--- src/rtl/alu_pkg.sv ---
// Shared definitions for the ALU issue unit: widths, FSM state encoding and
// FLAGS bit positions.
package alu_pkg;
  localparam int DATA_W    = 8;
  localparam int OP_W      = 3;
  localparam int REG_IDX_W = 3;
  localparam int NUM_REGS  = 8;
  localparam int CNT_W     = 4;
  localparam int FLAGS_W   = 4;

  // FLAGS is packed {C,V,N,Z} with carry in the MSB
  localparam int FLAG_C = 3;
  localparam int FLAG_V = 2;
  localparam int FLAG_N = 1;
  localparam int FLAG_Z = 0;

  typedef enum logic [1:0] {
    ST_IDLE = 2'd0,
    ST_EXEC = 2'd1,
    ST_DONE = 2'd2
  } state_e;
endpackage

--- src/rtl/regfile.sv ---
// 8x8 register file: one synchronous write port, three combinational reads
// (two instruction operands plus a debug/display port).
module regfile
  import alu_pkg::*;
(
  input  logic                 clk,
  input  logic                 rst_n,
  input  logic                 we,
  input  logic [REG_IDX_W-1:0] waddr,
  input  logic [DATA_W-1:0]    wdata,
  input  logic [REG_IDX_W-1:0] ra_addr,
  output logic [DATA_W-1:0]    ra_data,
  input  logic [REG_IDX_W-1:0] rb_addr,
  output logic [DATA_W-1:0]    rb_data,
  input  logic [REG_IDX_W-1:0] dbg_addr,
  output logic [DATA_W-1:0]    dbg_data
);
  logic [DATA_W-1:0] regs [NUM_REGS];

  always_ff @(posedge clk or negedge rst_n) begin
    if (!rst_n) begin
      for (int i = 0; i < NUM_REGS; i++) regs[i] <= '0;
    end else if (we) begin
      regs[waddr] <= wdata;
    end
  end

  // Reads show the stored value, so a same-cycle write appears only after the edge
  assign ra_data  = regs[ra_addr];
  assign rb_data  = regs[rb_addr];
  assign dbg_data = regs[dbg_addr];
endmodule

--- src/rtl/alu_issue_unit.sv ---
// Single-issue front end for an external combinational ALU: latches operands,
// waits EXEC_CYCLES for the ALU to settle, then writes the result back.
module alu_issue_unit
  import alu_pkg::*;
#(
  parameter int EXEC_CYCLES = 1
) (
  input  logic                 CLK,
  input  logic                 RST_L,
  input  logic                 IN_VALID,
  output logic                 IN_READY,
  input  logic [OP_W-1:0]      IN_OP,
  input  logic [REG_IDX_W-1:0] IN_RD,
  input  logic [REG_IDX_W-1:0] IN_RA,
  input  logic [REG_IDX_W-1:0] IN_RB,
  input  logic                 LD_EN,
  input  logic [REG_IDX_W-1:0] LD_ADDR,
  input  logic [DATA_W-1:0]    LD_DATA,
  output logic [DATA_W-1:0]    ALU_A,
  output logic [DATA_W-1:0]    ALU_B,
  output logic [OP_W-1:0]      ALU_OP,
  input  logic [DATA_W-1:0]    ALU_Y,
  input  logic                 ALU_C,
  input  logic                 ALU_V,
  input  logic                 ALU_N,
  input  logic                 ALU_Z,
  output logic                 WB_VALID,
  output logic [DATA_W-1:0]    WB_DATA,
  output logic [FLAGS_W-1:0]   FLAGS,
  input  logic [REG_IDX_W-1:0] DBG_RADDR,
  output logic [DATA_W-1:0]    DBG_RDATA
);
  localparam logic [CNT_W-1:0] CNT_INIT = CNT_W'(EXEC_CYCLES - 1);

  state_e               state_q, state_d;
  logic [CNT_W-1:0]     cnt_q;
  logic [REG_IDX_W-1:0] rd_q;
  logic                 accept, capture, rf_we;
  logic [REG_IDX_W-1:0] rf_waddr;
  logic [DATA_W-1:0]    rf_wdata, rf_ra_data, rf_rb_data;
  logic [FLAGS_W-1:0]   alu_flags;

  always_comb begin
    alu_flags         = '0;
    alu_flags[FLAG_C] = ALU_C;
    alu_flags[FLAG_V] = ALU_V;
    alu_flags[FLAG_N] = ALU_N;
    alu_flags[FLAG_Z] = ALU_Z;
  end

  regfile u_regfile (
    .clk      (CLK),
    .rst_n    (RST_L),
    .we       (rf_we),
    .waddr    (rf_waddr),
    .wdata    (rf_wdata),
    .ra_addr  (IN_RA),
    .ra_data  (rf_ra_data),
    .rb_addr  (IN_RB),
    .rb_data  (rf_rb_data),
    .dbg_addr (DBG_RADDR),
    .dbg_data (DBG_RDATA)
  );

  always_ff @(posedge CLK or negedge RST_L) begin
    if (!RST_L) state_q <= ST_IDLE;
    else        state_q <= state_d;
  end

  // Preload and write-back share the single write port; they live in different states
  always_comb begin
    state_d  = state_q;
    IN_READY = 1'b0;
    WB_VALID = 1'b0;
    accept   = 1'b0;
    capture  = 1'b0;
    rf_we    = 1'b0;
    rf_waddr = LD_ADDR;
    rf_wdata = LD_DATA;
    case (state_q)
      ST_IDLE: begin
        IN_READY = ~LD_EN;
        if (LD_EN) begin
          rf_we = 1'b1;
        end else if (IN_VALID) begin
          accept  = 1'b1;
          state_d = ST_EXEC;
        end
      end
      ST_EXEC: begin
        if (cnt_q == '0) begin
          capture  = 1'b1;
          rf_we    = 1'b1;
          rf_waddr = rd_q;
          rf_wdata = ALU_Y;
          state_d  = ST_DONE;
        end
      end
      ST_DONE: begin
        WB_VALID = 1'b1;
        state_d  = ST_IDLE;
      end
      default: state_d = ST_IDLE;
    endcase
  end

  always_ff @(posedge CLK or negedge RST_L) begin
    if (!RST_L) begin
      ALU_A   <= '0;
      ALU_B   <= '0;
      ALU_OP  <= '0;
      rd_q    <= '0;
      cnt_q   <= '0;
      WB_DATA <= '0;
      FLAGS   <= '0;
    end else begin
      if (accept) begin
        ALU_A  <= rf_ra_data;
        ALU_B  <= rf_rb_data;
        ALU_OP <= IN_OP;
        rd_q   <= IN_RD;
        cnt_q  <= CNT_INIT;
      end else if (state_q == ST_EXEC && cnt_q != '0) begin
        cnt_q <= cnt_q - 1'b1;
      end
      if (capture) begin
        WB_DATA <= ALU_Y;
        FLAGS   <= alu_flags;
      end
    end
  end
endmodule

--- config.mk ---
export PLATFORM = sky130hd
export DESIGN_NAME = alu_issue_unit
export DESIGN_NICKNAME = d
export VERILOG_FILES = /design/src/rtl/alu_pkg.sv /design/src/rtl/regfile.sv /design/src/rtl/alu_issue_unit.sv
export SDC_FILE = /design/constraint.sdc
export NUM_CORES = 1
export LEC_CHECK = 0
export ABC_AREA = 1
export ABC_CLOCK_PERIOD_IN_PS = 3200
export CORE_MARGIN = 3
export CORE_UTILIZATION = 45
export CTS_CLUSTER_SIZE = 16
export DETAILED_ROUTE_END_ITERATION = 8
export PLACE_DENSITY = 0.66
export SLEW_MARGIN = 0
export SYNTH_ARGS = -nofsm -noshare
export SYNTH_HDL_FRONTEND = slang
export SYNTH_SLANG_ARGS = --single-unit
--- constraint.sdc ---
create_clock -name CLK -period 3.2 [get_ports CLK]
set_clock_uncertainty 0.15 [all_clocks]
set_input_delay 0.64 -clock CLK [delete_from_list [all_inputs] [get_ports CLK]]
set_output_delay 0.64 -clock CLK [all_outputs]
set_load 0.02 [all_outputs]
---- After elaboration in Yosys (flattened, before gate mapping) ----
Cells that the tools add are included.
cells by class
  bitwise operators ....................... 5
  add/subtract/negate cells ............... 1
  eq/ne operators ......................... 5
  multiplexer cells ....................... 31
  order comparisons ....................... 5
  $mul .................................... 0
  reductions and logical operators ........ 7
  shifts and indexed selects .............. 0
  div/mod/pow operators ................... 0
operator list
  kind                                                         count
  binary-select mux 8 bit (select 3 bit)                       3
  two-way mux 8 bit                                            9
  bitwise mux 64 bit                                           1
  demux 8 bit (select 3 bit)                                   1
  greater-or-equal comparator 4 bit (second input constant)    4
  inverter 3 -> 4 bit                                          4
  two-way mux 1 bit                                            8
  two-way mux 4 bit                                            2
  two-way mux 2 bit                                            3
  two-way mux 3 bit                                            2
  inequality test 2 bit (second input constant)                3
  zero test 4 bit                                              1
  less-than comparator 4 x 1 -> 1 bit (second input constant)  1
  one-hot mux 2 bit (2 select lines)                           1
  nonzero test 4 bit                                           1
  subtractor 4 x 1 -> 4 bit (second input constant)            1
  AND reduction 3 bit                                          1
  == test 2 x 1 -> 1 bit (second input constant)               1
  == test 2 bit (second input constant)                        1
  logical AND 1 bit                                            2
  zero test 2 bit                                              1
  one-hot mux 1 bit (2 select lines)                           1
  nonzero test 2 bit                                           1
  inverter 1 bit                                               1
word-level totals
  memories ................................ 0
  logic and storage cells ................. 70
  bits of input ports ..................... 42
  latch bits .............................. 0
  bits in writable memories ............... 0
  bits in read-only memories .............. 0
  output and inout port bits .............. 41
  register bits after elaboration ......... 104

---- Logic depth before layout (Yosys ltp) ----
  word-level depth ........................ 9
  depth in mapped cells ................... 10
  gate-level depth less buffers ........... 9

---- Cells and area by module ----
A second synthesis with hierarchy kept.
second synthesis, totals
  cells, all modules ...................... 952
  area, all modules ....................... 6158.4 sq um
by module, submodules not included
  module          area an instance (sq um)  cells each  sequential area each (sq um)  instances
  regfile         4414.2                    739         1601.5                        1
  alu_issue_unit  1744.2                    213         1001.0                        1

---- Least setup slack after synthesis ----
OpenSTA, ideal clock, no wires.
  path type ............................... input to output
  start point ............................. input DBG_RADDR[0]
  end point ............................... output DBG_RDATA[7]
  data arrival time ....................... 1.649 ns
  data required time ...................... 2.410 ns
  setup slack ............................. 0.761 ns
  stages on the path ...................... 6
  path buffers ............................ 2
  cells stage by stage .................... clkbuf_1 > clkbuf_1 > o21ai_0 > o21ai_0 > nand2_1 > nand2_1
on the way
  cells in the longest elaborated chain, start to end .. 4
ends and longest elaborated chain
  element                                               line                  source
  from (decl)                                           alu_issue_unit.sv:30  input logic [REG_IDX_W-1:0] DBG_RADDR,
  inverter 3 -> 4 bit (implied by the code)             regfile.sv:31         assign dbg_data = regs[dbg_addr];
  binary-select mux 8 bit (select 3 bit)                regfile.sv:31
  two-way mux 8 bit (implied by the code) (2 in a row)  regfile.sv:31
  to (decl)                                             alu_issue_unit.sv:31  output logic [DATA_W-1:0] DBG_RDATA
Every way passes these cells. The select of a mux whose other input is x is not followed.

---- Worst setup path after layout ----
  start point ............................. input DBG_RADDR[0]
  end point ............................... output DBG_RDATA[3]
The elaborated chain is that of the path after synthesis.

==> impl_metrics.yaml <==
run_status:
  status: "completed"
critical_path:
  critPathKind: "in2out"
  path_delay_family: "buffers and inverters"
  start_kind: "input port"
  critical_path_buf_inv_count: 4
  slowest_stage: "clkdlybuf4s50_1"
  max_stage_delay_ns: 0.40
  cp_max_fo: 9
  endpoint_kind: "primary output"
  critPathArrivalTime_ns: 2.24
  required_ns: 2.41
  path_cells: "clkdlybuf4s50_1 > buf_4 > buf_4 > o21ai_0 > o21ai_0 > nand2_1 > nand2_1 > dlygate4sd2_1"
timing:
  hold_violations: 0
  drv_slew: 0
  rsz0062_at_grt: "no"
  max_freq_ghz: 0.330
  setup_viol: 0
  tightest_slew_ns: 0.757
  slew_headroom_pct: 49.5
  period_minus_slack_ns: 3.03
  fin_crit_sh_pct: 94.6
place:
  io_buffers: 82
  dp_hpwl_um: 14700
  gp_congestion: 0.944
  dpl_cell_area_um2: 7050
  dp.cells: 1067
layout:
  synthToLayoutAreaGrowth_pct: 23.2
  diodes: 0
  post-route-util_pct: 57.4
  final_cell_count_no_fill: 1083
  final_area_um2: 7360
  final_nets: 950
  drive_above_1_share_pct: 8.01
yosys:
  synth_xor_xnor_area_share_pct: 0
  synth_seq_cells: 104
  ys_types: 21
  synth_area_per_cell_um2: 7.19
  synth-simple-area-share_pct: 33.7
  synth_nets: 876
  synth_compound_area_share_pct: 15.5
  ys_seq_area_share_pct: 43.5
  synth_area_leaders: "dfrtp_1 (44%), nand2_1 (19%), nand3_1 (9.6%)"
  synthCells: 832
  synth_top_family_by_area: "simple AND/OR/NAND/NOR gates"
  synth_mux_area_share_pct: 0
  yosysTopAreaCell: "dfrtp_1"
  synthAdderAreaFrac_pct: 0.419
  synth_top_cell_area_share_pct: 43.5
  synth_area_um2: 5980
  ys.warnings.count: 0
route:
  vias: 6040
  remaining_drc_errors: 0
  drtAntennaViolNets: 0
  first_pass_iters: 5
  drtIter0Drc: 607
  wl_um: 20300
  wl_per_cell_um: 18.7
  detail_route.vias_per_cell: 5.58
grt:
  grt_pass1_wl_um: 31400
  grt.total_usage_pct: 28.3
  antenna_found_initial: 0
  grt.overflow.total: 0
  grt_max_degree: 61
  grt_pass1_vias: 5562
clock_network:
  clk_latency_ns: 0.36
  ctsHoldBuffers: 0
  cts_tree: "done"
  htree_levels: 3
  ctsLongestPathBuffers: 2
  cts-root-buf: "clkbuf_16"
  cts.sinks: 104
  cts_buffers: 9
  cts_setup_buffers: 0
  clk_transition_reported_paths_ns: 0.08
die:
  die-area_um2: 14700
  num_rows: 41
  die_w_um: 121
  core_um2: 12800
  initial_utilization_pct: 46.6
  ios: 83
  die_h_um: 121
pwr:
  p_total_mw: 4.92
  power_density_nw_per_um2: 668
  p_leak_nw: 3.64
  vdd_drop_max_mv: 0.350
run:
  max-cap-violations: 0
min_path:
  hold_path_class: "in2async"
-- power by group --
| group | internal (mW) | total [mW] | switching [mW] |
|---|---|---|---|
| combinational | 0.615 | 1.59 | 0.974 |
| sequential | 1.72 | 2.13 | 0.417 |
| clock | 0.632 | 1.20 | 0.566 |
| total | 2.96 | 4.92 | 1.96 |
-- stage by stage --
stage	setup TNS, ns	hold WS [ns]	setup slack, ns
after floorplan	0	0.194	0.761
after global placement	-0.589	0.308	-0.0787
after detailed placement	-0.611	0.310	-0.0961
after CTS	0	0.0145	0.178
after global routing	0	0.0305	0.0178
final	0	0.0155	0.172
-- sequential cells by signal, summed over array words and instances, names as in the netlist --
signal	flops
rd_q	3
FLAGS	4
state_q	2
ALU_OP	3
u_regfile.regs	64
WB_DATA	8
ALU_A	8
cnt_q	4
ALU_B	8
-- worst reg2reg max path, stage by stage (launching register included) --
cell	delay (ns)
dfrtp_1	0.41
inv_1	0.11
ha_1	0.38
nand2_2	0.14
nor2_4	0.33
nor2_4	0.12
nor2_8	0.32
nand2_1	0.33
nand2_1	0.15
nand2_1	0.07
-- cell usage in the layout (no fill, tap or decap), drive strengths merged --
cell type      netlist  routed
clkbuf              29       9
inv                 50      52
ha                   2       2
clkinv               0       4
dfrtp              104     104
nand3              116     116
o211ai              32      32
bufinv               0       1
a21oi               50      50
nor2                30      30
clkdlybuf4s50        0      71
nand4                6       6
o21ai               86      86
nand2              305     305
o22ai                1       1
buf                 21      34
dlygate4sd2          0       8
-- synthesized netlist by cell type --
cell / count
a21oi_1: 50
buf_1: 7
buf_2: 7
buf_4: 7
clkbuf_1: 28
clkbuf_2: 1
dfrtp_1: 104
ha_1: 2
inv_1: 47
inv_2: 3
nand2_1: 296
nand2_2: 9
nand3_1: 115
nand3_4: 1
nand4_1: 6
nor2_1: 20
nor2_4: 7
nor2_8: 3
o211ai_1: 32
o21ai_0: 86
o22ai_1: 1
-- final timing paths --
kind	start	endpoint	slack, ns	cells after the start
worst max-delay path	DBG_RADDR[0]	DBG_RDATA[3]	0.17	8
worst min-delay path	RST_L	ALU_A[0]$_DFFE_PN0P_	0.02	1
worst max register to register	cnt_q[0]$_DFFE_PN0P_	u_regfile.regs[49]$_DFFE_PN0P_	0.59	9
worst min register to register	u_regfile.regs[51]$_DFFE_PN0P_	u_regfile.regs[51]$_DFFE_PN0P_	0.33	2
max in group asynchronous	RST_L	FLAGS[3]$_DFFE_PN0P_	2.23	2
min in group CLK	u_regfile.regs[51]$_DFFE_PN0P_	u_regfile.regs[51]$_DFFE_PN0P_	0.33	2
-- final cells by class --
class                           count  area (um2)
Multi-Input combinational cell    628        2960
Sequential cell                   104        2600
Fill cell                        1227        5460
Clock inverter                      7         100
Inverter                           50         188
Tap cell                          172         215
Timing Repair Buffer              113        1070
Clock buffer                        9         225
-- what timing repair did --
item	4_1_cts	5_1_grt
hold endpoints to repair	0	0
resized for setup	8	0
endpoints found under the setup margin	8	0
-- cells by family (layout without fill, tap and decap cells) --
| logic type | count (synthesis) | after routing |
|---|---|---|
| simple gates | 457 | 457 |
| compound gates | 169 | 169 |
| flops | 104 | 104 |
| buf+inv | 100 | 179 |
| fa+ha+maj | 2 | 2 |
-- routing by layer --
layer / share of wire [%] / track usage (%) / vias to the layer above
li1: - / - / 2900
met5: 0 / 0 / -
met1: 43 / 39.8 / 2794
met3: 7.5 / 3.92 / 46
met4: 3.5 / 12.3 / 0
met2: 46 / 43.8 / 300
(Power assumes the default switching activity.)
